==> src/rtl/dadda_product_accumulator.sv <==
// Sums LEN unsigned 32-bit products taken from a Dadda multiplier's final adder
// and clamps the total at the accumulator's full scale.
module dadda_product_accumulator #(
  parameter int LEN   = 8,
  parameter int ACC_W = 40
) (
  input  logic             clk,
  input  logic             rst,
  input  logic             clr,
  input  logic             in_valid,
  output logic             in_ready,
  input  logic [29:0]      rca_sum,
  input  logic             rca_cout,
  input  logic [1:0]       lsb,
  output logic             out_valid,
  input  logic             out_ready,
  output logic [ACC_W-1:0] acc_out,
  output logic             sat,
  output logic             err
);

  typedef enum logic [1:0] {IDLE, ACCUM, DONE} state_t;

  localparam logic [7:0] LEN_C = 8'(LEN);

  state_t           state_q, state_d;
  logic [ACC_W-1:0] acc_q, acc_d, acc_out_q, acc_out_d, product, acc_next;
  logic [ACC_W:0]   sum;
  logic [7:0]       cnt_q, cnt_d, cnt_inc;
  logic             sat_acc_q, sat_acc_d, sat_q, sat_d, err_q, err_d;
  logic             accept, ovf;

  assign in_ready  = (state_q != DONE);
  assign out_valid = (state_q == DONE);
  assign acc_out   = acc_out_q;
  assign sat       = sat_q;
  assign err       = err_q;

  // rca_cout is only monitored; a legal 16x16 product never sets it.
  assign product  = ACC_W'({rca_sum, lsb});
  assign accept   = in_valid & in_ready & ~clr;
  assign sum      = {1'b0, acc_q} + {1'b0, product};
  assign ovf      = sat_acc_q | sum[ACC_W];
  assign acc_next = ovf ? {ACC_W{1'b1}} : sum[ACC_W-1:0];
  assign cnt_inc  = cnt_q + 8'd1;

  always_comb begin
    state_d   = state_q;
    acc_d     = acc_q;
    cnt_d     = cnt_q;
    sat_acc_d = sat_acc_q;
    acc_out_d = acc_out_q;
    sat_d     = sat_q;
    err_d     = err_q | (accept & rca_cout);
    if (clr) begin
      state_d   = IDLE;
      acc_d     = '0;
      cnt_d     = '0;
      sat_acc_d = 1'b0;
      sat_d     = 1'b0;
    end else begin
      case (state_q)
        IDLE: if (accept) begin
          acc_d     = product;
          cnt_d     = 8'd1;
          sat_acc_d = 1'b0;
          if (LEN_C == 8'd1) begin
            state_d   = DONE;
            acc_out_d = product;
            sat_d     = 1'b0;
          end else begin
            state_d = ACCUM;
          end
        end
        ACCUM: if (accept) begin
          acc_d     = acc_next;
          cnt_d     = cnt_inc;
          sat_acc_d = ovf;
          if (cnt_inc == LEN_C) begin
            state_d   = DONE;
            acc_out_d = acc_next;
            sat_d     = ovf;
          end
        end
        DONE: if (out_ready) state_d = IDLE;
        default: state_d = IDLE;
      endcase
    end
  end

  always_ff @(posedge clk or posedge rst) begin
    if (rst) begin
      state_q   <= IDLE;
      acc_q     <= '0;
      cnt_q     <= '0;
      sat_acc_q <= 1'b0;
      acc_out_q <= '0;
      sat_q     <= 1'b0;
      err_q     <= 1'b0;
    end else begin
      state_q   <= state_d;
      acc_q     <= acc_d;
      cnt_q     <= cnt_d;
      sat_acc_q <= sat_acc_d;
      acc_out_q <= acc_out_d;
      sat_q     <= sat_d;
      err_q     <= err_d;
    end
  end

endmodule

==> config.mk <==
export PLATFORM = sky130hd
export DESIGN_NAME = dadda_product_accumulator
export DESIGN_NICKNAME = d
export VERILOG_FILES = /design/src/rtl/dadda_product_accumulator.sv
export SDC_FILE = /design/constraint.sdc
export NUM_CORES = 1
export LEC_CHECK = 0
export BUFFER_PORTS_ARGS = -buffer_cell sky130_fd_sc_hd__buf_2
export CAP_MARGIN = 10
export CORE_ASPECT_RATIO = 0.5
export CORE_UTILIZATION = 49
export CTS_BUF_LIST = sky130_fd_sc_hd__clkbuf_2
export CTS_CLUSTER_SIZE = 28
export DETAILED_ROUTE_END_ITERATION = 12
export HOLD_SLACK_MARGIN = 0.15
export PLACE_DENSITY = 0.7
export SYNTH_ARGS = -nofsm -noshare
export SYNTH_HDL_FRONTEND = slang
export SYNTH_SLANG_ARGS = --single-unit
==> constraint.sdc <==
create_clock -name clk -period 5 [get_ports clk]
set_input_delay 0.25 -clock clk [delete_from_list [all_inputs] [get_ports clk]]
set_output_delay 0.25 -clock clk [all_outputs]
set_load 0.1 [all_outputs]
## Word level (Yosys, flattened, before mapping)

Cells that the tools add are included.
Widths: inputs -> output; s select.

| storage, ports and cells | value |
|---|---|
| bits in registers | 93 |
| input port bits | 38 |
| output and inout port bits | 44 |
| word-level logic and storage cells | 55 |

| operators by class | value |
|---|---|
| add/sub/neg operators | 2 |
| eq/ne operators | 8 |
| muxes and demuxes | 23 |
| bitwise operators | 6 |
| reduce and logical (&&, ||, !) cells | 9 |

Operator list:

| cell | count |
|---|---|
| $mux 40 | 4 |
| $pmux 40 s2 | 1 |
| $add 40x32->41 | 1 |
| $mux 8 | 3 |
| $pmux 8 s2 | 1 |
| $mux 2 | 5 |
| $ne 3x3->1 const B | 3 |
| $add 8x1->8 const B | 1 |
| $eq 8x4->1 const B | 1 |
| $reduce_and 4->1 | 2 |
| $mux 1 | 7 |
| $pmux 2 s3 | 1 |
| $reduce_and 3->1 | 2 |
| $reduce_bool 2->1 | 3 |
| $and 1x1->1 | 3 |
| $ne 3x2->1 const B | 1 |
| $reduce_bool 3->1 | 1 |
| $eq 2x1->1 const B | 1 |
| $eq 2x2->1 const B | 1 |
| $logic_not 2->1 | 1 |
| $ne 2x2->1 const B | 1 |
| $or 1x1->1 | 2 |
| $pmux 1 s2 | 1 |
| $not 1->1 | 1 |

## Depth between registers and ports, before layout

Gate-level depths: netlist (run 1).

| depth | value |
|---|---|
| word-level depth | 6 |
| gate-level depth with buffers | 12 |
| depth with buffers taken out | 10 |

## Worst setup path after synthesis (run 1)

Ideal clock, no wire load.

| path | value |
|---|---|
| path kind | reg2reg |
| start point | reg acc_q[0] |
| end point | reg acc_q[34] |
| library setup time | 130 ps |
| arrival time | 2659 ps |
| data required time | 4870 ps |
| slack | 2210 ps |
| stages on the path, launching flop included | 13 |
| path buffers | 2 |
| period minus slack after synthesis | 2790 ps |
| cells stage by stage | dfrtp_1 > ha_1 > fa_1 > a21o_1 > a311oi_1 > nor3_1 > o21ai_2 > a22oi_2 > a21o_1 > buf_4 > buf_4 > a22oi_1 > nand3_1 |

| between the ends | value |
|---|---|
| cells in the longest elaborated chain, start to end | 6 |

RTL lines:

| element | line | text |
|---|---|---|
| start: declaration | 27 | `logic [ACC_W-1:0] acc_q, acc_d, acc_out_q, acc_out_d, product, acc_next;` |
| start signal: assignment | 94 | `acc_q <= '0;` |
| start signal: assignment | 102 | `acc_q <= acc_d;` |
| $add 40x32->41 * | 42 | `assign sum = {1'b0, acc_q} + {1'b0, product};` |
| $or 1x1->1 | 43 | `assign ovf = sat_acc_q \| sum[ACC_W];` |
| $mux 40 * | 44 | `assign acc_next = ovf ? {ACC_W{1'b1}} : sum[ACC_W-1:0];` |
| $mux 40 * | 75 | `ACCUM: if (accept) begin` |
| $pmux 40 s2 * | 62 | `case (state_q)` |
| $mux 40 * | 55 | `if (clr) begin` |

Mark *: on every way between the ends. The rest lies on a longest branch, timed or not. The select of a mux whose other input is x is not followed.
A chain may end at the register's enable or synchronous reset.

## Final worst setup path (run 1)

| path | value |
|---|---|
| start point | reg acc_q[0] |
| end point | reg acc_out_q[39], in the netlist acc_out[39] |

| between the ends | value |
|---|---|
| cells in the longest elaborated chain, start to end | 3 |

RTL lines:

| element | line | text |
|---|---|---|
| $add 40x32->41 * | 42 |  |
| $or 1x1->1 | 43 |  |
| $mux 40 * | 44 |  |
| end signal: assignment | 105 | `acc_out_q <= acc_out_d;` |
| end: declaration | 27 |  |

Mark *: on every way between the ends. The rest lies on a longest branch, timed or not.

==> results.yml, run 1 <==
synthesis:
  avgSynthCellArea_um2: 8.73
  synth.distinct_cells: 78
  yosysSeqAreaShare: 0.390
  synthXorXnorAreaFrac: 0.0469
  synth_mux_area_frac: 0.00880
  yosys_warnings: 0
  yosys.area_share.simple: 0.189
  async_reset_ff_frac: 1.00
  synth_area_um2: 5970
  yosys_register_bits: 93
  synth_ff_type: "dfrtp_1"
  synth_compound_area_frac: 0.258
  syn_nets: 756
  synth_edf_count: 0
  postSynthCellCount: 684
  synth_fa_ha_area_frac: 0.0725
  synth_top_family_by_area: "compound AO/OA/AOI/OAI gates"
timing:
  final.setup_skew_ns: 0.0455
  timing.fmax_ghz: 0.280
  post-route-period-util: 0.714
  period_needed_ns: 3.57
  finalWorstSetupSlack_ns: 1.43
  timing_hold_violations_final: 0
  finalMaxSlewViolations: 0
  rsz0062_at_grt: "false"
  setup_viol: 0
  setup_tns_ns: 0
  tightest_slew_ns: 1.21
  slew_headroom: 0.191
critical_path:
  startpoint_type: "register"
  r2r_cells: 11
  crit_family: "compound AO/OA/AOI/OAI gates"
  crit_chain: "ha_1, fa_1, a21o_1, a311oi_1, nor3_1, o21ai_2, a22oi_2, a21o_1, buf_4, nor2_1, a21oi_1"
  cpMostUsedCell: "a21o_1"
  path_class: "register to register"
  crit_path_top_delay_cell: "dfrtp_1"
  r2r-start: "acc_q[0]$_DFFE_PP0P_"
  crit_arrival_ns: 4.06
  r2r-end: "acc_out[39]$_DFFE_PP0P_"
  slowest_delay_ns: 0.46
  r2r_slack_ns: 1.43
  end_kind: "register"
  critPathRequiredTime_ns: 5.49
  critPathMaxFanout: 23
  critPathBufInv: 1
route:
  wire_per_inst_um: 16.3
  drtAntennaViolNets: 0
  num_vias: 5496
  via_per_inst: 5.77
  dr.pass1.iters: 5
  drt_iter0_drc: 351
  drc: 0
  routed_wl_um: 15600
power_and_ir_drop:
  p_sw_mw: 0.596
  switching_share: 0.331
  seq_power_share: 0.442
  power_density_nw_per_um2: 256
  power.share.clock: 0.287
  power_frac_comb: 0.271
  irDropWorstVdd_uv: 174
  leakagePower_nw: 3.42
  p_int_mw: 1.21
grt:
  grt_usage: 0.259
  grt_pass1_wl_um: 25500
  antenna_found_initial: 0
  grt_max_degree: 58
  first_global_vias: 5087
  grt_overflow_total: 0
floorplan:
  start_util: 0.504
  rows: 28
  design.die.area_um2: 12700
  die_h_um: 80.1
  ios: 82
  chipWidth_um: 158
  core_area_um2: 11800
cells_and_area:
  post-route-util: 0.595
  n_antenna_cell: 0
  finalInstanceArea_um2: 7050
  drive_gt1_frac: 0.165
  area.growth.synth_to_final_pct: 18.0
  instances_no_fill: 953
  nets: 855
placement:
  dp_hpwl_um: 10600
  dp_slack_ns: 1.51
  place.gp.congestion: 0.922
  dp_cells: 898
  place_area_um2: 6480
  portBuffers: 81
clocking:
  clock-sinks: 93
  cts_tree: "built"
  cts.path.max_buffers: 2
  post_cts_buffers: 0
  cts_resized: 0
  htreeDepth: 3
  clockRootBuffer: "clkbuf_2"
  worst_skew_pair.late_latency_ns: 0.61
  cts_made_buffers: 9
  postCtsHoldBufs: 39
  clk_pin_slew_ns: 0.31
min_path:
  hold_class: "primary input to async pin"
status:
  status: "complete, no violations"
job:
  drv_cap: 0
-- cell families after synthesis --
kind of cell,count (synthesis)
AND/OR/NAND/NOR,236
AO/OA/AOI/OAI,235
flip-flops,93
buffers and inverters,49
adder cells (fa/ha/maj),34
XOR/XNOR,32
multiplexers,5
-- cells in the mapped netlist (all sizes together) (5+ instances only) --
master / count / area (um^2)
a21o: 16 / 120
a21oi: 39 / 195
a22oi: 37 / 283
and3: 9 / 61.3
buf: 11 / 67.6
clkbuf: 28 / 108
dfrtp: 93 / 2330
ha: 33 / 413
inv: 10 / 37.5
nand2: 73 / 274
nand2b: 5 / 31.3
nand3: 18 / 90.1
nand4: 11 / 68.8
nor2: 71 / 267
nor3: 15 / 75.1
o211ai: 7 / 52.6
o21a: 7 / 52.6
o21ai: 85 / 429
or3: 5 / 31.3
or4: 5 / 41.3
xnor2: 14 / 123
xor2: 18 / 158
-- worst max-delay path by stage --
stage / startpoint / to / slack, ns / depth (start not counted)
after floorplan: acc_q[0]$_DFFE_PP0P_ / acc_q[34]$_DFFE_PP0P_ / 2.21 / 12
after global placement: lsb[0] / acc_out[39]$_DFFE_PP0P_ / 1.63 / 12
after detailed placement: acc_q[0]$_DFFE_PP0P_ / acc_out[39]$_DFFE_PP0P_ / 1.51 / 11
after CTS: acc_q[0]$_DFFE_PP0P_ / acc_out[39]$_DFFE_PP0P_ / 1.45 / 11
after global routing: acc_q[0]$_DFFE_PP0P_ / acc_out[32]$_DFFE_PP0P_ / 1.21 / 11
final: acc_q[0]$_DFFE_PP0P_ / acc_out[39]$_DFFE_PP0P_ / 1.43 / 11
-- flip-flops by register name (all words and copies together), names as in the netlist --
signal and flops:
acc_out 40, acc_q 40, cnt_q 8, state_q 2, err 1, sat 1, sat_acc_q 1
-- placed cells by master (no fill, tap or decap), types with 4 or more instances in the layout --
| cell type | count |
|---|---|
| o21a_1 | 7 |
| xor2_1 | 18 |
| nor2_1 | 70 |
| inv_1 | 9 |
| nand4_1 | 11 |
| nand2b_1 | 5 |
| ha_1 | 33 |
| dlygate4sd3_1 | 39 |
| dfrtp_1 | 93 |
| and2_1 | 4 |
| clkbuf_2 | 9 |
| nor4b_1 | 4 |
| nor3_1 | 15 |
| and3_1 | 8 |
| a22oi_1 | 36 |
| xnor2_1 | 14 |
| a21o_1 | 16 |
| buf_4 | 7 |
| nand2_1 | 73 |
| or3_1 | 5 |
| or4_1 | 4 |
| o211ai_1 | 7 |
| o21ai_0 | 62 |
| nand3_1 | 18 |
| o21ai_1 | 22 |
| buf_2 | 81 |
| a21oi_1 | 39 |
-- per-layer routing --
layer,vias to the layer above,GRT usage,routed length [um]
li1,2711,-,-
met1,2617,0.375,7820
met2,147,0.395,6800
met3,21,0.0443,692
met4,0,0.0750,252
met5,-,0,0
-- area by class of cell --
class                           count  area [um^2]
Clock inverter                      7          129
Fill cell                        1092         4800
Inverter                           10         38.8
Sequential cell                    93         2330
Clock buffer                        9         45.0
Multi-Input combinational cell    542         3450
Timing Repair Buffer              127          848
Tap cell                          165          206
-- metrics by stage --
stage               total power, mW  hold WS (ns)
CTS                            1.81         0.249
finish                         1.80         0.236
floorplan                      1.16         0.378
global route                   1.90         0.280
global placement               1.26         0.406
detailed placement             1.27         0.417
-- worst min-delay path, stage by stage --
cell and delay, ns:
dlygate4sd3_1 0.53, buf_2 0.12, clkinv_2 0.51
-- power groups by stage --
stage          clock network (mW)  logic (mW)  registers [mW]
2_1_floorplan                   0       0.353           0.803
3_3_place_gp                    0       0.455           0.806
3_5_place_dp                    0       0.459           0.808
4_1_cts                     0.526       0.484           0.795
5_1_grt                     0.553       0.547           0.799
6_report                    0.517       0.489           0.795
No activity file was read; power rests on OpenSTA's default activity.
==> run 2: changes to the inputs <==
- clock period: 5 -> 3.67 ns (I/O delays scaled with it)
==> results.yml, run 2 (synthesis results as in run 1) <==
status:
  status: "complete, no violations"
critical_path:
  critPathBufInv: 1
  crit_arrival_ns: 3.96
  end_kind: "register"
  startpoint_type: "register"
  critPathMaxFanout: 18
  crit_family: "compound AO/OA/AOI/OAI gates"
  cpMostUsedCell: "a21o_1"
  crit_path_top_delay_cell: "dfrtp_1"
  slowest_delay_ns: 0.47
  path_class: "register to register"
  crit_chain: "ha_1, fa_1, a21o_1, a311oi_1, nor3_1, o21ai_2, a22oi_2, a21o_1, buf_4, nor2_1, o21ai_0"
  critPathRequiredTime_ns: 4.17
timing:
  post-route-period-util: 0.944
  finalMaxSlewViolations: 0
  finalWorstSetupSlack_ns: 0.206
  slew_headroom: 0.439
  rsz0062_at_grt: "false"
  final.setup_skew_ns: 0.0271
  timing_hold_violations_final: 0
  setup_viol: 0
  period_needed_ns: 3.46
  hold_ws_ns: 0.325
  setup_tns_ns: 0
  timing.fmax_ghz: 0.289
  tightest_slew_ns: 0.839
clocking:
  worst_skew_pair.late_latency_ns: 0.62
  cts_tree: "built"
  postCtsHoldBufs: 41
  clock-sinks: 93
  htreeDepth: 3
  cts_made_buffers: 9
  post_cts_buffers: 0
  cts_resized: 0
  cts.path.max_buffers: 2
  clk_pin_slew_ns: 0.30
  clockRootBuffer: "clkbuf_2"
route:
  via_per_inst: 5.83
  drc: 0
  num_vias: 5595
  dr.pass1.iters: 5
  drt_iter0_drc: 399
  wire_per_inst_um: 16.8
  drtAntennaViolNets: 0
  routed_wl_um: 16100
floorplan:
  die_h_um: 80.1
  rows: 28
  core_area_um2: 11800
  start_util: 0.504
  ios: 82
  design.die.area_um2: 12700
  chipWidth_um: 158
job:
  drv_cap: 0
power_and_ir_drop:
  power_mw: 2.28
  leakagePower_nw: 3.41
  irDropWorstVdd_uv: 150
  power_density_nw_per_um2: 324
grt:
  first_global_vias: 5286
  grt_pass1_wl_um: 26600
  grt_max_degree: 51
  antenna_found_initial: 1
  grt_overflow_total: 0
  grt_usage: 0.270
cells_and_area:
  area.growth.synth_to_final_pct: 17.7
  nets: 860
  final_common_cell: "dfrtp_1"
  post-route-util: 0.594
  drive_gt1_frac: 0.168
  mostFrequentLayoutCells: "93 x dfrtp_1, 81 x buf_2, 73 x nand2_1"
placement:
  dp_slack_ns: 0.301
  dp_hpwl_um: 11000
  portBuffers: 81
  place.gp.congestion: 0.840
min_path:
  hold_class: "primary input to register"
==> run 2: changes by cell type in the layout (fill, tap and decap cells not counted), sizes merged <==
cell and delta:
clkinv +3, dlygate4sd3 +2, buf +3, bufinv -3, diode +1
==> run 2: layout make-up <==
class	instances	area [um^2]
fillers	1138	4810
inverters	10	38.8
well taps	165	206
diodes	1	2.50
clock inverters	7	67.6
clock buffers	9	45.0
repair buffers	132	891
flip-flops and latches	93	2330
multi-input cells	542	3450
==> run 2: final timing paths <==
path / start / end / slack, ns / depth (start not counted)
worst max-delay path: acc_q[0]$_DFFE_PP0P_ / acc_q[13]$_DFFE_PP0P_ / 0.21 / 11
worst min-delay path: rca_sum[14] / acc_q[16]$_DFFE_PP0P_ / 0.33 / 4
worst max register to register: acc_q[0]$_DFFE_PP0P_ / acc_q[13]$_DFFE_PP0P_ / 0.21 / 11
worst min register to register: acc_out[30]$_DFFE_PP0P_ / acc_out[30]$_DFFE_PP0P_ / 0.52 / 1
max in group asynchronous: rst / cnt_q[4]$_DFFE_PP0P_ / 2.20 / 5
min in group asynchronous: rst / acc_out[28]$_DFFE_PP0P_ / 0.60 / 4
==> run 2: report_power, final <==
group          switching (mW)  total (mW)  internal (mW)
logic                   0.398       0.676          0.279
clock network           0.411       0.520          0.109
registers              0.0227        1.08           1.06
total                   0.831        2.28           1.45
==> run 2: routing by layer <==
metal | track usage | vias to the layer above | routed length (um) | part of all wire
met3 | 0.0513 | 23 | 868 | 0.054
li1 | - | 2716 | - | -
met2 | 0.427 | 165 | 7250 | 0.45
met5 | 0 | - | 0 | 0
met1 | 0.379 | 2691 | 7780 | 0.48
met4 | 0.0683 | 0 | 195 | 0.012
==> run 2: through the flow <==
step,std cells,cell area [um^2]
4_1_cts,958,7030
5_1_grt,959,7030
3_3_place_gp,901,6500
3_5_place_dp,901,6500
6_report,959,7030
2_1_floorplan,684,5970
==> run 2: worst min-delay path, cell delays in order <==
cell and delay (ns):
dlygate4sd3_1 0.52, buf_2 0.11, a22oi_1 0.05, o21ai_0 0.07
